<file path="config.mk">
export PLATFORM = sky130hd
export DESIGN_NAME = eight_to_three_rr_encoder_flat
export DESIGN_NICKNAME = d
export VERILOG_FILES = /design/src/rtl/eight_to_three_rr_encoder_pkg.sv /design/src/rtl/eight_to_three_rr_encoder_if.sv /design/src/rtl/eight_to_three_rr_encoder_rr_priority_encoder_8to3.sv /design/src/rtl/eight_to_three_rr_encoder.sv /design/src/flat_wrapper.sv
export SDC_FILE = /design/constraint.sdc
export NUM_CORES = 1
export LEC_CHECK = 0
export ABC_AREA = 1
export CAP_MARGIN = 20
export CORE_UTILIZATION = 45
export DETAILED_ROUTE_END_ITERATION = 16
export PLACE_DENSITY = 0.78
export SLEW_MARGIN = 20
export SYNTH_ARGS = -nofsm -noshare
export SYNTH_HDL_FRONTEND = slang
export SYNTH_SLANG_ARGS = --single-unit
export TNS_END_PERCENT = 50
</file>
<file path="constraint.sdc">
create_clock -name clk -period 6 [get_ports clk]
set_input_delay 1.8 -clock clk [delete_from_list [all_inputs] [get_ports clk]]
set_output_delay 1.8 -clock clk [all_outputs]
set_load 0.05 [all_outputs]
</file>
<file path="src/rtl/eight_to_three_rr_encoder_pkg.sv">
// Shared constants and types for the 8-to-3 round-robin request encoder.
package eight_to_three_pkg;

    localparam int N_REQ = 8;
    localparam int IDX_W = 3;

    typedef logic [IDX_W-1:0] idx_t;

endpackage

</file>
<file path="src/rtl/eight_to_three_rr_encoder_if.sv">
// Request/grant bundle between the requesters, the encoder and the grant consumer.
interface eight_to_three_rr_encoder_if;
    import eight_to_three_pkg::*;

    logic             enable;
    logic [N_REQ-1:0] req;
    logic             out_ready;
    logic             out_valid;
    idx_t             out_idx;
    logic [N_REQ-1:0] out_onehot;
    logic             out_accept;

    // Encoder side: samples requests and the consumer's ready, presents the grant.
    modport slave (
        input  enable,
        input  req,
        input  out_ready,
        output out_valid,
        output out_idx,
        output out_onehot,
        output out_accept
    );

    // Environment side: drives requests and ready, observes the grant.
    modport master (
        output enable,
        output req,
        output out_ready,
        input  out_valid,
        input  out_idx,
        input  out_onehot,
        input  out_accept
    );

endinterface

</file>
<file path="src/rtl/eight_to_three_rr_encoder_rr_priority_encoder_8to3.sv">
// Combinational round-robin search: first set request at or after ptr, wrapping at 8.
module rr_priority_encoder_8to3
    import eight_to_three_pkg::*;
(
    input  logic [N_REQ-1:0] req_i,
    input  idx_t             ptr_i,
    output logic             any_o,
    output idx_t             idx_o
);

    logic [N_REQ-1:0] rot;
    idx_t             off;

    // Rotate right by ptr so the highest-priority requester lands on bit 0;
    // the 3-bit index sum wraps modulo 8 on its own.
    always_comb begin
        for (int i = 0; i < N_REQ; i++) begin
            rot[i] = req_i[idx_t'(i) + ptr_i];
        end
    end

    // Fixed LSB-first priority encode of the rotated vector.
    always_comb begin
        // NOTE: default every combinational output before any conditional so no latch is inferred.
        off = '0;
        for (int i = N_REQ - 1; i >= 0; i--) begin
            if (rot[i]) begin
                off = idx_t'(i);
            end
        end
    end

    assign any_o = |req_i;
    assign idx_o = off + ptr_i;

endmodule

</file>
<file path="src/rtl/eight_to_three_rr_encoder.sv">
// Registered 8-to-3 round-robin request encoder with a valid/ready grant output.
module eight_to_three_rr_encoder
    import eight_to_three_pkg::*;
(
    input  logic                        clk,
    input  logic                        reset,
    eight_to_three_rr_encoder_if.slave  bus
);

    logic valid_q, valid_d;
    idx_t idx_q,   idx_d;
    idx_t ptr_q,   ptr_d;

    logic load;
    logic hit_any;
    idx_t hit_idx;

    rr_priority_encoder_8to3 u_search (
        .req_i (bus.req),
        .ptr_i (ptr_q),
        .any_o (hit_any),
        .idx_o (hit_idx)
    );

    // A new grant may be loaded when the output slot is empty or being retired this cycle.
    assign load = !valid_q || bus.out_ready;

    // Next-state: load a grant, go idle, or hold the pending grant untouched.
    always_comb begin
        valid_d = valid_q;
        idx_d   = idx_q;
        ptr_d   = ptr_q;
        if (load) begin
            if (bus.enable && hit_any) begin
                valid_d = 1'b1;
                idx_d   = hit_idx;
                ptr_d   = hit_idx + idx_t'(1);
            end else begin
                valid_d = 1'b0;
            end
        end
    end

    // State registers; reset discards any pending grant and restarts the pointer at 0.
    always_ff @(posedge clk) begin
        // NOTE: non-blocking assignments so every register samples pre-edge values.
        if (reset) begin
            valid_q <= 1'b0;
            idx_q   <= '0;
            ptr_q   <= '0;
        end else begin
            valid_q <= valid_d;
            idx_q   <= idx_d;
            ptr_q   <= ptr_d;
        end
    end

    assign bus.out_valid  = valid_q;
    assign bus.out_idx    = idx_q;
    assign bus.out_onehot = valid_q ? (N_REQ'(1) << idx_q) : '0;
    assign bus.out_accept = valid_q && bus.out_ready;

endmodule

</file>
<file path="src/flat_wrapper.sv">
// flat-port wrapper written by rule: the top's interface ports become plain ports
module eight_to_three_rr_encoder_flat import eight_to_three_pkg::*;
  (clk, reset, bus_enable, bus_req, bus_out_ready, bus_out_valid, bus_out_idx, bus_out_onehot, bus_out_accept);
  eight_to_three_rr_encoder_if bus_i ();
  input  logic clk;
  input  logic reset;
  input wire logic [$bits(bus_i.enable)-1:0] bus_enable;
  input wire logic [$bits(bus_i.req)-1:0] bus_req;
  input wire logic [$bits(bus_i.out_ready)-1:0] bus_out_ready;
  output wire logic [$bits(bus_i.out_valid)-1:0] bus_out_valid;
  output wire logic [$bits(bus_i.out_idx)-1:0] bus_out_idx;
  output wire logic [$bits(bus_i.out_onehot)-1:0] bus_out_onehot;
  output wire logic [$bits(bus_i.out_accept)-1:0] bus_out_accept;
  assign bus_i.enable = bus_enable;
  assign bus_i.req = bus_req;
  assign bus_i.out_ready = bus_out_ready;
  assign bus_out_valid = bus_i.out_valid;
  assign bus_out_idx = bus_i.out_idx;
  assign bus_out_onehot = bus_i.out_onehot;
  assign bus_out_accept = bus_i.out_accept;
  eight_to_three_rr_encoder u_core (.clk(clk), .reset(reset), .bus(bus_i));
endmodule
</file>
=== Word-level counts from Yosys, hierarchy flattened ===
Index checks and enable logic that the tools add are counted.

* Flip-flop bits (word level): 7
* Input port bits: 12
* Output and inout port bits: 13
* Word-level logic and storage cells: 53

* Add/sub/neg operators: 9
* $lt $le $gt $ge: 8
* Shift-type cells: 1
* Muxes and demuxes: 26
* Reductions and logical operators: 6

{| class="wikitable"
|+ Operators by type and width
! cell !! number
|-
| $lt A3 B4 Y1 const B || 8
|-
| $bmux W1 S3 || 8
|-
| $mux W3 || 8
|-
| $add A3 B3 Y3 const A || 4
|-
| $mux W1 || 9
|-
| $mux W8 || 1
|-
| $reduce_or A8 Y1 || 1
|-
| $shl A1 B3 Y8 const A || 1
|-
| $add A2 B3 Y3 const A || 2
|-
| $add A1 B3 Y3 const A || 1
|-
| $add A3 B1 Y3 const B || 1
|-
| $add A3 B3 Y3 || 1
|-
| $logic_and A1 B1 Y1 || 2
|-
| $reduce_and A2 Y1 || 1
|-
| $logic_not A1 Y1 || 1
|-
| $logic_or A1 B1 Y1 || 1
|}

=== Longest topological paths before layout ===
Gate-level depths: netlist of the first run.

* Depth in word-level cells: 13
* Mapped depth: 21
* Depth with buffers taken out: 21

=== Cells and area by module ===
A second synthesis of the first run with hierarchy kept.

* Cell total of the unflattened synthesis: 166
* Area, all modules: 960.9 um^2

{| class="wikitable"
|+ By module, submodules not included
! module !! instances !! cells each !! area each (um^2) !! sequential area each (um^2)
|-
| rr_priority_encoder_8to3 || 1 || 107 || 570.5 || 0.0
|-
| eight_to_three_rr_encoder || 1 || 59 || 390.4 || 140.1
|}

=== Worst setup path before layout of the first run ===
Ideal clock, no wire load.

* Path type: in2out
* Start: in bus_out_ready
* End: out bus_out_accept
* Arrival time: 2.171 ns
* Required time: 4.200 ns
* Setup slack: 2.029 ns
* Stages on the path: 2
* Path buffers: 0
* Cells stage by stage: nand2_1 -> inv_1

* Word-level cells in the longest chain between the ends: 1

{| class="wikitable"
|+ RTL lines
! what !! line !! text
|-
| from (decl) || flat_wrapper.sv:9 || <nowiki>input wire logic [$bits(bus_i.out_ready)-1:0] bus_out_ready;</nowiki>
|-
| $logic_and A1 B1 Y1 || eight_to_three_rr_encoder.sv:61 || <nowiki>assign bus.out_accept = valid_q && bus.out_ready;</nowiki>
|-
| to (decl) || flat_wrapper.sv:13 || <nowiki>output wire logic [$bits(bus_i.out_accept)-1:0] bus_out_accept;</nowiki>
|}

No other way between the ends.

=== Worst setup path in the final report of the first run ===
Ends and elaborated chain as after synthesis.

==> results.yml, run 1 <==
timing:
  finalSetupViolations: 0
  max-slew-margin-rel: 0.659
  skew_ns: 0.000945
  worstMarginPinSlew_ns: 0.510
  setup-tns-final_ns: 0
  rsz0062_at_grt: "no"
  hold_viol: 0
  layout_setup_ws_ns: 1.02
  whs_ns: 0.520
  fmax_mhz: 201
  fin_crit_ns: 4.98
  maxSlewViolCount: 0
  period_share: 0.829
clocking:
  cts_tree: "yes"
  cts-root-buf: "clkbuf_4"
  ctsResizeCount: 0
  cts_made_buffers: 3
  clk_path_buf_depth: 2
  insertion_delay_ns: 0.25
  h-tree-depth: 1
  postCtsSetupRepairBufs: 0
  clock_sinks: 7
  cts.clk_slew.worst_paths_ns: 0.05
  hold_buffers: 0
placement:
  gp_congestion: 0.796
  post-place-ws_ns: 1.03
  dp_hpwl_um: 1890
  io_buffers: 24
synthesis:
  yosysUniqueCellTypes: 23
  synthesis.area_um2: 923
  yosysWarnings: 0
  synth_cells: 158
  synth_fp_nets: 175
  synth_area_per_cell_um2: 5.84
  ys_seq_area_frac: 0.152
  ys_seq_elements: 7
grt:
  grt_pass1_vias: 920
  grt_util_all_layers: 0.221
  grt_pass1_wl_um: 3480
  grt-ovfl-total: 0
  antenna_found_initial: 0
  grt_max_degree: 12
worst_setup_path:
  crit_type: "in2out"
  worstPathArrival_ns: 3.18
  startpoint_type: "input pin"
  worstPathMaxFanout: 2
  setup.worst_path.end_class: "output pin"
  critical_path_required_ns: 4.20
finish:
  drive_gt1_frac: 0.115
  fin_util: 0.610
  layout_common_cells: "nand2_1, nand3_1, clkdlybuf4s50_1, inv_1, nor2_1"
  final_common_cell: "nand2_1"
  area.growth.synth_to_final_pct: 28.3
  nNetsFinal: 200
  diodes: 0
floorplan:
  start_util: 0.476
  die_h_um: 47.3
  dieArea_um2: 2240
  io_pins: 25
  coreArea_um2: 1940
  die_width_um: 47.3
  row_count: 16
detailed_routing:
  viasPerCell: 5.06
  routedWlPerCell_um: 10.8
  drc_errors: 0
  detail_route.first_pass.iterations: 5
  routed_wl_um: 2260
  num_vias: 1058
  drt_iter0_drc: 16
  ant_nets: 0
worst_hold_path:
  hold_class: "reg2reg"
power_and_ir_drop:
  power_density_nw_per_um2: 481
  irDropWorstVdd_mv: 0.310
  p_leak_uw: 0.000570
status:
  status: "completed"
job:
  maxCapViolCount: 0
[per-layer routing]
layer	vias to the layer above	part of all wire	global-route usage	routed length (um)
met2	13	0.51	0.419	1160
met4	0	0.017	0.114	39
met5	-	0	0	0
met3	5	0.019	0.0154	43
met1	481	0.45	0.240	1020
li1	559	-	-	-
[metrics by stage]
stage | std cells | area, um2 | power, uW
global route | 209 | 1180 | 628
CTS | 209 | 1180 | 571
detailed placement | 205 | 1160 | 525
global placement | 205 | 1160 | 508
finish | 209 | 1180 | 570
floorplan | 158 | 923 | 438
[synthesized netlist by cell type (all sizes together)]
| cell | count | area [um2] |
|---|---|---|
| nand2 | 63 | 259 |
| nand3 | 28 | 155 |
| inv | 18 | 72.6 |
| nor2 | 14 | 60.1 |
| dfxtp | 7 | 140 |
| a21oi | 5 | 25.0 |
| buf | 4 | 38.8 |
| ha | 4 | 50.1 |
| a211oi | 3 | 22.5 |
| xnor2 | 3 | 26.3 |
| nor4 | 2 | 12.5 |
| o21ai | 2 | 10.0 |
| xor2 | 2 | 17.5 |
| a21boi | 1 | 7.51 |
| a31oi | 1 | 6.26 |
| fa | 1 | 20.0 |
[cells by family (layout without fill, tap and decap cells)]
kind of cell	after synthesis	in the layout	share of synthesized area
simple gates	107	107	0.527
buf+inv	22	46	0.121
compound gates	12	12	0.0772
flops	7	7	0.152
fa+ha+maj	5	5	0.0759
xor+xnor	5	5	0.0474
[path summary, 6_finish.rpt]
path / start / to / slack [ns] / depth (start not counted)
worst max-delay path: bus_out_ready / bus_out_accept / 1.02 / 4
worst min register to register: u_core.bus.out_idx[0]$_SDFFE_PP0P_ / u_core.bus.out_idx[0]$_SDFFE_PP0P_ / 0.52 / 2
worst max register to register: u_core.ptr_q[0]$_SDFFE_PP0P_ / u_core.ptr_q[1]$_SDFFE_PP0P_ / 2.73 / 15
worst min-delay path: u_core.bus.out_idx[0]$_SDFFE_PP0P_ / u_core.bus.out_idx[0]$_SDFFE_PP0P_ / 0.52 / 2
[power breakdown]
part,total (uW),internal [uW],switching (uW)
Combinational,436,162,275
Sequential,91.3,60.4,30.9
Clock,42.0,25.3,16.7
[worst max-delay path: stages]
cell             delay (ns)
clkdlybuf4s50_1        0.48
nand2_1                0.05
inv_1                  0.06
clkdlybuf4s50_1        0.79
[final cells by class]
type	instances	area [um2]
multi-input cells	129	672
well taps	27	33.8
inverters	18	72.6
clock buffers	4	26.3
repair buffers	24	240
flip-flops and latches	7	140
fillers	191	757
[registers in the layout (all words and copies together), names as in the netlist]
register	flops
u_core.bus.out_valid	1
u_core.ptr_q	3
u_core.bus.out_idx	3
(Power assumes the default switching activity.)
==> inputs of run 2 (changes only) <==
CORE_UTILIZATION = 43   (was 45)
clock period = 4.05 ns   (was 6 ns; I/O delays follow)
==> run 2 against run 1 <==
  * Wire length fell by 1.1%
  * Largest cell class unchanged
  * Critical path depth rose by 10
  * Non-clock buffer count did not move
  * Critical endpoint is now u_core.ptr_q[1]$_SDFFE_PP0P_
  * Sequential power rose by 49%
  * Power rose by 47%
  * Sequential share of layout area barely moved
==> results.yml, run 2 (synthesis results as in run 1) <==
status:
  status: "completed"
finish:
  finalInstanceArea_um2: 1180
  diodes: 0
  nNetsFinal: 200
  stdcell_count: 209
  final_common_cell: "nand2_1"
  layout_common_cells: "nand2_1, nand3_1, clkdlybuf4s50_1, inv_1, nor2_1"
  area.growth.synth_to_final_pct: 28.0
  drive_gt1_frac: 0.121
placement:
  gp_congestion: 0.847
  placed_area_um2: 1160
  dp_hpwl_um: 1870
  post-place-ws_ns: 0.167
  dp_cells: 205
  io_buffers: 24
worst_setup_path:
  cp-startpoint: "bus_req[4]"
  endpoint: "u_core.ptr_q[1]$_SDFFE_PP0P_"
  r2r_cells: 15
  reg2reg_slack_ns: 0.77
  worstPathMaxFanout: 3
  setup.worst_path.end_class: "flop"
  critical_path_required_ns: 4.21
  r2r-end: "u_core.ptr_q[1]$_SDFFE_PP0P_"
  startpoint_type: "input pin"
  rr_startpoint: "u_core.ptr_q[0]$_SDFFE_PP0P_"
  crit_type: "in2reg"
  worstPathArrival_ns: 3.81
timing:
  rsz0062_at_grt: "no"
  period_share: 0.900
  max-slew-margin-rel: 0.654
  fin_crit_ns: 3.64
  hold_viol: 0
  skew_ns: 0.00436
  setup-tns-final_ns: 0
  worstMarginPinSlew_ns: 0.517
  layout_setup_ws_ns: 0.406
  finalSetupViolations: 0
  fmax_mhz: 274
  maxSlewViolCount: 0
worst_hold_path:
  hold_class: "reg2reg"
detailed_routing:
  viasPerCell: 4.97
  ant_nets: 0
  routed_wl_um: 2240
  num_vias: 1038
  drt_iter0_drc: 30
  detail_route.first_pass.iterations: 4
  routedWlPerCell_um: 10.7
  drc_errors: 0
power_and_ir_drop:
  p_leak_uw: 0.000571
  p_total_uw: 835
  power_density_nw_per_um2: 706
  irDropWorstVdd_mv: 0.338
grt:
  grt-ovfl-total: 0
  grt_pass1_wl_um: 4110
  antenna_found_initial: 0
  grt_util_all_layers: 0.219
  grt_max_degree: 12
  grt_pass1_vias: 979
floorplan:
  start_util: 0.466
  die_h_um: 48.3
  dieArea_um2: 2340
  row_count: 16
  io_pins: 25
  coreArea_um2: 1980
  die_width_um: 48.3
clocking:
  clk_path_buf_depth: 2
  cts-root-buf: "clkbuf_4"
  ctsResizeCount: 0
  insertion_delay_ns: 0.26
  postCtsSetupRepairBufs: 0
  cts_tree: "yes"
  cts.clk_slew.worst_paths_ns: 0.05
  clock_sinks: 7
  hold_buffers: 0
  h-tree-depth: 1
  cts_made_buffers: 3
job:
  maxCapViolCount: 0
run 2: layout make-up:
cell class | instances | area (um2)
Multi-Input combinational cell | 129 | 672
Tap cell | 27 | 33.8
Clock buffer | 4 | 26.3
Sequential cell | 7 | 140
Timing Repair Buffer | 24 | 238
Fill cell | 199 | 800
Inverter | 18 | 72.6
run 2: report_power, final:
part / internal [uW] / switching [uW] / leakage, uW
sequential: 89.4 / 46.8 / 0.0000580
clock: 37.7 / 28.2 / 0.0000150
combinational: 237 / 396 / 0.000498
run 2: stage by stage:
step	utilization	hold WS, ns
2_1_floorplan	-	0.658
3_3_place_gp	0.583	0.508
3_5_place_dp	0.583	0.508
4_1_cts	0.597	0.518
5_1_grt	0.597	0.565
6_report	0.597	0.519
run 2: how the worst min path moves through the flow:
stage	startpoint	to	slack (ns)	cells past startpoint
2_1_floorplan	u_core.ptr_q[2]$_SDFFE_PP0P_	u_core.ptr_q[2]$_SDFFE_PP0P_	0.66	5
3_3_place_gp	u_core.bus.out_idx[0]$_SDFFE_PP0P_	u_core.bus.out_idx[0]$_SDFFE_PP0P_	0.51	2
3_5_place_dp	u_core.bus.out_idx[0]$_SDFFE_PP0P_	u_core.bus.out_idx[0]$_SDFFE_PP0P_	0.51	2
4_1_cts	u_core.bus.out_idx[0]$_SDFFE_PP0P_	u_core.bus.out_idx[0]$_SDFFE_PP0P_	0.52	2
5_1_grt	u_core.bus.out_idx[0]$_SDFFE_PP0P_	u_core.bus.out_idx[0]$_SDFFE_PP0P_	0.56	2
6_report	u_core.bus.out_idx[0]$_SDFFE_PP0P_	u_core.bus.out_idx[0]$_SDFFE_PP0P_	0.52	2
run 2: worst max-delay path: stages:
cell and delay, ns:
clkdlybuf4s50_1 0.52, nand2_1 0.10, nand3_1 0.14, nand3_1 0.09
nand2_1 0.11, a31oi_1 0.08, o21ai_0 0.15, nand2_1 0.06
a21boi_0 0.18, ha_1 0.19, fa_1 0.45, ha_1 0.30
nor2_1 0.04, a211oi_1 0.19
run 2: per-layer routing:
layer | vias to the layer above | GRT usage | wire [um]
li1 | 556 | - | -
met1 | 454 | 0.262 | 1020
met2 | 26 | 0.397 | 1110
met3 | 2 | 0.0314 | 97
met4 | 0 | 0.0735 | 14
met5 | - | 0 | 0
==> inputs of run 3 (changes only) <==
GPL_ROUTABILITY_DRIVEN = 0   (was default)
==> results of run 3 <==
No change in the layout: final DEF, timing and power equal those of run 2.
